--- config.mk ---
export PLATFORM = sky130hd
export DESIGN_NAME = uart_transmitter_flat
export DESIGN_NICKNAME = d
export VERILOG_FILES = /design/src/rtl/uart_transmitter_if.sv /design/src/rtl/uart_transmitter.sv /design/src/flat_wrapper.sv
export SDC_FILE = /design/constraint.sdc
export NUM_CORES = 1
export LEC_CHECK = 0
export ABC_AREA = 1
export CORE_AREA = 2 2 55 83
export DETAILED_ROUTE_END_ITERATION = 8
export DIE_AREA = 0 0 57 85
export DONT_BUFFER_PORTS = 1
export MAX_ROUTING_LAYER = met4
export PLACE_DENSITY = 0.76
export REMOVE_ABC_BUFFERS = 1
export SYNTH_ARGS = -nofsm -noshare
export SYNTH_HDL_FRONTEND = slang
export SYNTH_SLANG_ARGS = --single-unit
--- constraint.sdc ---
create_clock -name clk -period 2.1 [get_ports clk]
set_input_delay 0.105 -clock clk [delete_from_list [all_inputs] [get_ports clk]]
set_output_delay 0.105 -clock clk [all_outputs]
set_load 0.01 [all_outputs]
--- src/rtl/uart_transmitter_if.sv ---
// uart_transmitter_if: host-side byte/baud inputs and serial/status outputs of uart_transmitter.
// The master modport is the host side; the slave modport is the transmitter.
interface uart_transmitter_if;
    logic [7:0] din;
    logic       wr_en;
    logic       clken;
    logic       tx;
    logic       tx_busy;
    logic       full;
    logic       empty;
    logic       overflow;

    modport master (
        output din, wr_en, clken,
        input  tx, tx_busy, full, empty, overflow
    );

    modport slave (
        input  din, wr_en, clken,
        output tx, tx_busy, full, empty, overflow
    );
endinterface

--- src/rtl/uart_transmitter.sv ---
// uart_transmitter: FIFO-buffered 8N1 UART serialiser stepped by a 1x baud enable (clken).
// Define UART_TX_PARITY_EN to insert an even-parity bit between the data bits and the stop bit(s).
module uart_transmitter #(
    parameter int FIFO_DEPTH = 4,
    parameter int STOP_BITS  = 1
) (
    input  logic              clk,
    input  logic              rst,
    uart_transmitter_if.slave bus
);
    localparam int PTR_W = $clog2(FIFO_DEPTH);
    localparam int CNT_W = PTR_W + 1;
    localparam int STOP_N = (STOP_BITS == 2) ? 2 : 1;
    localparam logic STOP_LAST = 1'(STOP_N - 1);

`ifdef UART_TX_PARITY_EN
    typedef enum logic [1:0] {IDLE = 2'd0, DATA = 2'd1, PARITY = 2'd2, STOP = 2'd3} state_t;
`else
    typedef enum logic [1:0] {IDLE = 2'd0, DATA = 2'd1, STOP = 2'd3} state_t;
`endif

    state_t             r_state;
    logic               r_tx;
    logic [2:0]         r_idx;
    logic               r_stop_cnt;
    logic [7:0]         r_sh;
    logic [PTR_W-1:0]   r_wr_ptr;
    logic [PTR_W-1:0]   r_rd_ptr;
    logic [CNT_W-1:0]   r_count;
    logic               r_full;
    logic               r_empty;
    logic               r_overflow;
    logic [7:0]         r_mem [FIFO_DEPTH];

    state_t             w_state_next;
    logic               w_tx_next;
    logic [2:0]         w_idx_next;
    logic               w_stop_cnt_next;
    logic [7:0]         w_sh_next;
    logic               w_pop;
    logic               w_push;
    logic [CNT_W-1:0]   w_count_next;

    // A pop frees a slot in the same cycle, so a full FIFO still accepts a write then.
    assign w_push = bus.wr_en && (!r_full || w_pop);

    always_comb begin
        w_count_next = r_count;
        if (w_push && !w_pop) begin
            w_count_next = r_count + CNT_W'(1);
        end else if (w_pop && !w_push) begin
            w_count_next = r_count - CNT_W'(1);
        end
    end

    always_comb begin
        w_state_next    = r_state;
        w_tx_next       = r_tx;
        w_idx_next      = r_idx;
        w_stop_cnt_next = r_stop_cnt;
        w_sh_next       = r_sh;
        w_pop           = 1'b0;
        if (bus.clken) begin
            case (r_state)
                IDLE: begin
                    // The IDLE period doubles as the last stop period, so frames run back to back.
                    if (!r_empty) begin
                        w_pop        = 1'b1;
                        w_sh_next    = r_mem[r_rd_ptr];
                        w_tx_next    = 1'b0;
                        w_idx_next   = 3'd0;
                        w_state_next = DATA;
                    end else begin
                        w_tx_next = 1'b1;
                    end
                end
                DATA: begin
                    w_tx_next       = r_sh[r_idx];
                    w_idx_next      = r_idx + 3'd1;
                    w_stop_cnt_next = 1'b0;
                    if (r_idx == 3'd7) begin
`ifdef UART_TX_PARITY_EN
                        w_state_next = PARITY;
`else
                        w_state_next = STOP;
`endif
                    end
                end
`ifdef UART_TX_PARITY_EN
                PARITY: begin
                    w_tx_next    = ^r_sh;
                    w_state_next = STOP;
                end
`endif
                STOP: begin
                    w_tx_next = 1'b1;
                    if (r_stop_cnt == STOP_LAST) begin
                        w_stop_cnt_next = 1'b0;
                        w_state_next    = IDLE;
                    end else begin
                        w_stop_cnt_next = r_stop_cnt + 1'b1;
                    end
                end
                default: begin
                    w_tx_next    = 1'b1;
                    w_state_next = IDLE;
                end
            endcase
        end
    end

    always_ff @(posedge clk or posedge rst) begin
        if (rst) begin
            r_state    <= IDLE;
            r_tx       <= 1'b1;
            r_idx      <= 3'd0;
            r_stop_cnt <= 1'b0;
            r_sh       <= 8'd0;
            r_wr_ptr   <= '0;
            r_rd_ptr   <= '0;
            r_count    <= '0;
            r_full     <= 1'b0;
            r_empty    <= 1'b1;
            r_overflow <= 1'b0;
        end else begin
            r_state    <= w_state_next;
            r_tx       <= w_tx_next;
            r_idx      <= w_idx_next;
            r_stop_cnt <= w_stop_cnt_next;
            r_sh       <= w_sh_next;
            if (w_push) begin
                r_wr_ptr <= r_wr_ptr + PTR_W'(1);
            end
            if (w_pop) begin
                r_rd_ptr <= r_rd_ptr + PTR_W'(1);
            end
            r_count    <= w_count_next;
            r_full     <= (w_count_next == CNT_W'(FIFO_DEPTH));
            r_empty    <= (w_count_next == '0);
            r_overflow <= bus.wr_en && r_full && !w_pop;
        end
    end

    // Storage needs no reset: the cleared pointers and count make stale entries unreachable.
    always_ff @(posedge clk) begin
        if (w_push) begin
            r_mem[r_wr_ptr] <= bus.din;
        end
    end

    assign bus.tx       = r_tx;
    assign bus.tx_busy  = (r_state != IDLE);
    assign bus.full     = r_full;
    assign bus.empty    = r_empty;
    assign bus.overflow = r_overflow;
endmodule
--- src/flat_wrapper.sv ---
// flat-port wrapper written by rule: the top's interface ports become plain ports
module uart_transmitter_flat 
#(
    parameter int FIFO_DEPTH = 4,
    parameter int STOP_BITS  = 1
)
  (clk, rst, bus_din, bus_wr_en, bus_clken, bus_tx, bus_tx_busy, bus_full, bus_empty, bus_overflow);
  uart_transmitter_if bus_i ();
  input  logic clk;
  input  logic rst;
  input wire logic [$bits(bus_i.din)-1:0] bus_din;
  input wire logic [$bits(bus_i.wr_en)-1:0] bus_wr_en;
  input wire logic [$bits(bus_i.clken)-1:0] bus_clken;
  output wire logic [$bits(bus_i.tx)-1:0] bus_tx;
  output wire logic [$bits(bus_i.tx_busy)-1:0] bus_tx_busy;
  output wire logic [$bits(bus_i.full)-1:0] bus_full;
  output wire logic [$bits(bus_i.empty)-1:0] bus_empty;
  output wire logic [$bits(bus_i.overflow)-1:0] bus_overflow;
  assign bus_i.din = bus_din;
  assign bus_i.wr_en = bus_wr_en;
  assign bus_i.clken = bus_clken;
  assign bus_tx = bus_i.tx;
  assign bus_tx_busy = bus_i.tx_busy;
  assign bus_full = bus_i.full;
  assign bus_empty = bus_i.empty;
  assign bus_overflow = bus_i.overflow;
  uart_transmitter #(.FIFO_DEPTH(FIFO_DEPTH), .STOP_BITS(STOP_BITS)) u_core (.clk(clk), .rst(rst), .bus(bus_i));
endmodule
==> run metrics, run 1 <==
worst-skew pair later-pin latency=300 ps; filler instances=~330; final setup fails=0; post-detail-place hpwl=around 3200 microns; status=completed; pwr/cell area=between 1000 and 1500 nW/um^2; period utilization=0.914; GRT Residual Overflow=0; setup skew after layout=roughly 3.2 ps; CTS tree=yes; layout cells sized above 1=0.0840; antenna viol nets, final=0; post-CTS sizing=0; Syn Inst Count=between 200 and 250; Routed WL=approximately 4300 microns; Setup Total Neg Slack=0 ps; Wirelength per Cell=between 15 and 20 microns; initial antenna violation count=0; gr usage total=0.204; die height=around 85 microns; area of the die=roughly 4800 sq um; I/O Pins=17; Data required, critical path=2050 ps; FF+latch count, synth=between 50 and 60; min-delay worst type=in2reg; Crit-path slowest cell=nor2_1; Post-Syn Area per Cell=11.0 sq um; sequential area share after synthesis=0.630; WP buf/inv=1; Hold Vio Cnt, Final=0; crit-path leading delay family=simple AND/OR/NAND/NOR gates; largest net degree at the start of global routing=25; Critical Path End Type=register; Core Box Area=about 4100 sq um; DRC violations left=0; count of yosys warnings during synthesis=0; MaxCap Viol Count=0; most frequent cells after synthesis=nor2_1 (34), edfxtp_1 (32), inv_1 (30); Synth Flop Type=edfxtp_1; Iteration-0 DRC Markers=between 100 and 150; WS Path Type=reg2reg; CP cell instances=nor2_4 -> nand2_4 -> inv_2 -> o21ai_4 -> nor2_1; first-pass GRT wire length=a little over 7000 microns; Slew Viols, Final=0; DRT Pass-1 Iters=5; layout overhead on the synthesized area=8.27%; DIE WIDTH=roughly 57 microns; Netlist cell types=28; Startpoint Class=register; row cnt=29; Worst VDD drop=0.00119 V; final core utilization=0.650; global placement routability congestion=just over 0.8; EDFF count, synth=32; PortBufs=0; clock transition at the registers of the reported paths=about 90 ps; DR vias=between 1,500 and 2,000; post-synthesis async set-or-reset flop share=0.429; Levels on crit path=5; via/cell ratio=between 5 and 6; crit path time final=1920 ps; CTS Buffer Depth=2; CTS buffer count=5; Fmax achieved=between 0.5 and 0.6 GHz; cell leakage power=1.13 nW; vias in the first global route=around 1,600; Worst Path Arrival=between 1500 and 2000 ps; clock sinks=56; Initial Util=0.600; most common cell in the synthesized netlist=nor2_1; Hold Path Stages=2; mapped cell area=about 2500 sq um; post-synth top area share=0.387; RSZ-0062 raised after global routing=false; n_diodes=0; H-tree levels=2; Max FO, Critical Path=19; Hold WS=15.0 ps; CP peak stage delay=510 ps; top cells by area, synth=edfxtp_1 (39%), dfrtp_1 (22%), o21ai_0 (5.8%), nor2_1 (5.1%), inv_1 (4.5%); Synth area leader=edfxtp_1; Worst-Margin Slew=between 800 and 900 ps; Root Buffer=clkbuf_8; fin nets=roughly 260; Slew headroom=0.408; Reg2Reg Depth=5
## cells by family after synthesis
kind of cell,Yosys count,share of synthesized area
buf+inv,38,0.0660
simple gates,77,0.152
flops,56,0.630
fa+ha+maj,8,0.0403
compound gates,43,0.0978
xor+xnor,4,0.0141
## per-layer routing
metal | vias to the layer above | global-route usage | wire length [microns]
li1 | 771 | - | -
met1 | 740 | 0.212 | 1580
met2 | 53 | 0.361 | 2410
met3 | 12 | 0.0366 | 179
met5 | - | - | 0
met4 | 0 | 0.101 | 148
## state kept, by name (all words and copies together), names as in the netlist
name and count:
u_core.r_mem 32, u_core.r_sh 8, u_core.r_count 3, u_core.r_idx 3, u_core.r_rd_ptr 2, u_core.r_state 2
u_core.r_wr_ptr 2, u_core.bus.empty 1, u_core.bus.full 1, u_core.bus.overflow 1, u_core.bus.tx 1
## area by class of cell
cell class	instances	area, sq um	area share
timing repair buffer	10	100	0.0372
inverter	32	120	0.0447
clock inverter	3	22.5	0.00838
multi-input combinational	132	754	0.281
sequential	56	1560	0.582
clock buffer	5	68.8	0.0256
tap	46	57.6	0.0214
## power breakdown
group          internal [W]  switching [W]  total, W
logic              0.000392       0.000690   0.00108
registers           0.00150       0.000224   0.00173
clock network      0.000239       0.000334  0.000574
total               0.00213        0.00125   0.00338
## stage by stage
| step | setup slack [ps] | std cells | cell area (sq um) | total power, W |
|---|---|---|---|---|
| final | 180 | 284 | 2690 | 0.00338 |
| after CTS | 171 | 284 | 2690 | 0.00339 |
| after floorplan | 415 | 220 | 2440 | 0.00253 |
| after global placement | 257 | 266 | 2500 | 0.00277 |
| after detailed placement | 175 | 266 | 2500 | 0.00279 |
| after global routing | 57.8 | 284 | 2690 | 0.00363 |
## final timing paths
check | slack, ps | startpoint | end
max in group asynchronous | 1130 | rst | u_core.r_state[1]
setup / recovery | 180 | u_core.r_state[1] | u_core.r_mem[0][0]
hold reg to reg | 550 | u_core.bus.tx | u_core.bus.tx
hold / removal | 10 | bus_wr_en | u_core.r_wr_ptr[1]
setup reg to reg | 180 | u_core.r_state[1] | u_core.r_mem[0][0]
min in group asynchronous | 430 | rst | u_core.bus.overflow
## timing repair
action / in CTS / in global routing
setup buffers: 0 / 0
hold buffers: 10 / 0
setup endpoints to repair: 0 / 0
endpoints found under the hold margin: 60 / 0
## cell usage in the layout (no fill, tap or decap)
master	count
nor2_1	34
edfxtp_1	32
inv_1	30
o21ai_0	29
nand2_1	23
dfrtp_1	22
nand3_1	12
dlygate4sd3_1	10
ha_1	8
o22ai_1	7
clkbuf_8	5
xor2_1	4
a21oi_1	3
inv_2	2
nand3_4	2
dfstp_2	2
nor2_8	1
nor2_4	1
nand2_4	1
o21ai_4	1
o211ai_1	1
nand4_1	1
a21oi_2	1
nor2b_4	1
nor3_1	1
a31oi_1	1
clkinv_4	1
clkinv_2	1
inv_6	1
No activity file was read; power rests on OpenSTA's default activity.
==> run 2: changes to the inputs <==
Settings changed: ABC_AREA 1 to not set, CORE_AREA 2 2 55 83 to 2 2 54 81, DIE_AREA 0 0 57 85 to 0 0 56 83.
==> run metrics, run 2 <==
post-detail-place hpwl=2650 microns; DR vias=approximately 1,300; n_diodes=0; commonest non-fill, non-tap cell in the layout=edfxtp_1; mapped cell area=2380 sq um; Slew Viols, Final=0; DRT Pass-1 Iters=4; gr usage total=0.186; initial antenna violation count=0; Max FO, Critical Path=8; count of yosys warnings during synthesis=0; switching share of power=0.318; number of flip-flops in the largest register=32; Gate power share=0.270; Post-CTS Setup Repair Bufs=0; Netlist cell types=32; EDFF count, synth=32; via/cell ratio=about 5.6; row cnt=28; top cells by area, synth=edfxtp_1 (40%), dfrtp_1 (23%), mux4_2 (8.5%), nand2_1 (4.6%), ha_1 (4.2%); GRT Residual Overflow=0; H-tree levels=2; clock transition at the registers of the reported paths=~100 ps; antenna viol nets, final=0; biggest regs=u_core.r_mem: 32 flops, u_core.r_sh: 8 flops; Switching Power=0.00104 W; largest net degree at the start of global routing=25; vias in the first global route=1,389; Hold Vio Cnt, Final=0; Syn Inst Count=163; MaxCap Viol Count=0; area of the die=~4600 sq um; most common cell in the synthesized netlist=edfxtp_1; Worst Path Arrival=a little under 2000 ps; first-pass GRT wire length=about 6400 microns; status=completed; total power=between 0.003 and 0.004 W; CTS tree=yes; FF+latch count, synth=56; DRC violations left=0; post-synth top area share=0.403; Post-Syn Area per Cell=around 15 sq um; clock sinks=56; RSZ-0062 raised after global routing=false; die height=between 80 and 90 microns; period utilization=0.946; Routed WL=~3700 microns; most frequent cells after synthesis=edfxtp_1 (32), nand2_1 (29), dfrtp_1 (22); Slew headroom=0.420; Core Box Area=~3900 sq um; Wirelength per Cell=about 16 microns; fin nets=~200; Worst VDD drop=between 0.0008 and 0.0009 V; Largest Register=u_core.r_mem; Fmax achieved=around 0.50 GHz; final core utilization=0.680; final setup fails=0; Flop pwr share=0.540; commonest non-fill, non-tap cells in the layout=edfxtp_1 (32), nand2_1 (29), dfrtp_1 (22); Synth Flop Type=edfxtp_1; I/O Pins=17; pwr/cell area=1220 nW/um^2; Root Buffer=clkbuf_8; crit path time final=1990 ps; CTS Buffer Depth=2; Data required, critical path=~2100 ps; setup skew after layout=between 6 and 7 ps; final instance area=roughly 2700 sq um; DIE WIDTH=between 50 and 60 microns; Initial Util=0.607; clock share of power=0.190; cell leakage power=about 1.1 nW; Synth area leader=edfxtp_1; WS Path Type=reg2reg; sequential area share after synthesis=0.657; post-synthesis async set-or-reset flop share=0.429; Iteration-0 DRC Markers=71; Startpoint Class=register; CTS buffer count=5; min-delay worst type=in2reg; layout overhead on the synthesized area=11.9%; worst-skew pair later-pin latency=between 300 and 400 ps; internal power=approximately 0.0022 W; global placement routability congestion=approximately 0.79; Critical Path End Type=register; PortBufs=0; layout cells sized above 1=0.181; dpl cell area=around 2500 sq um; Worst-Margin Slew=just under 900 ps
## run 2: cells by family (layout without fill, tap and decap cells)
group	count (synthesis)	in the layout	share of synthesized area
and+or+nand+nor	51	51	0.104
DFF	56	56	0.657
adders and majority gates	8	8	0.0420
AOI/OAI and AO/OA	16	16	0.0394
muxes	14	14	0.112
xor gates and xnor gates	5	5	0.0215
buffers and inverters	13	32	0.0242
## run 2: cell type report
| cell class | count | area (sq um) |
|---|---|---|
| Timing Repair Buffer | 16 | 148 |
| Tap cell | 45 | 56.3 |
| Sequential cell | 56 | 1560 |
| Multi-Input combinational cell | 94 | 771 |
| Clock buffer | 5 | 68.8 |
| Inverter | 8 | 30.0 |
| Fill cell | 280 | 1260 |
| Clock inverter | 3 | 28.8 |
## run 2: worst max-delay path: stages, from the launching register on
cell and delay, ps:
dfrtp_1 390, or4b_1 570, a21oi_1 310, and2_1 400
## run 2: worst paths after layout
check                                       start                 end  slack, ps  cells past startpoint
min in group asynchronous                     rst  u_core.r_rd_ptr[0]        400                      2
max in group asynchronous                     rst      u_core.r_sh[7]       1170                      2
worst max register to register  u_core.r_state[0]  u_core.r_mem[0][7]        110                      3
worst min register to register     u_core.r_sh[1]      u_core.r_sh[1]        480                      2
worst min-delay path                    bus_wr_en   u_core.r_count[1]         60                      3
worst max-delay path            u_core.r_state[0]  u_core.r_mem[0][7]        110                      3
## run 2: through the flow
stage	setup TNS, ps	worst slack, ps	hold WS (ps)	std cells
after global placement	0	152	202	208
after floorplan	-4310	-135	118	158
after CTS	0	83.0	59.5	227
final	0	113	55.7	227
after detailed placement	0	102	204	208
after global routing	0	6.98	96.0	227
## run 2: power groups by stage
stage	clock network, W	registers [W]	logic (W)
global placement	0	0.00177	0.000806
floorplan	0	0.00172	0.000686
finish	0.000620	0.00177	0.000881
detailed placement	0	0.00179	0.000861
CTS	0.000635	0.00177	0.000888
global route	0.000671	0.00182	0.000995
## run 2: what timing repair did
item                                    CTS  global route
resized for setup                         0             3
hold endpoints to repair                 58             0
endpoints found under the setup margin    0            24
hold buffers                             11             0
## run 2: metal layers
| layer | track usage | vias to the layer above | share of wire |
|---|---|---|---|
| met3 | 0.0436 | 10 | 0.033 |
| met2 | 0.306 | 28 | 0.55 |
| li1 | - | 614 | - |
| met5 | - | - | 0 |
| met4 | 0.0887 | 0 | 0.027 |
| met1 | 0.212 | 624 | 0.39 |
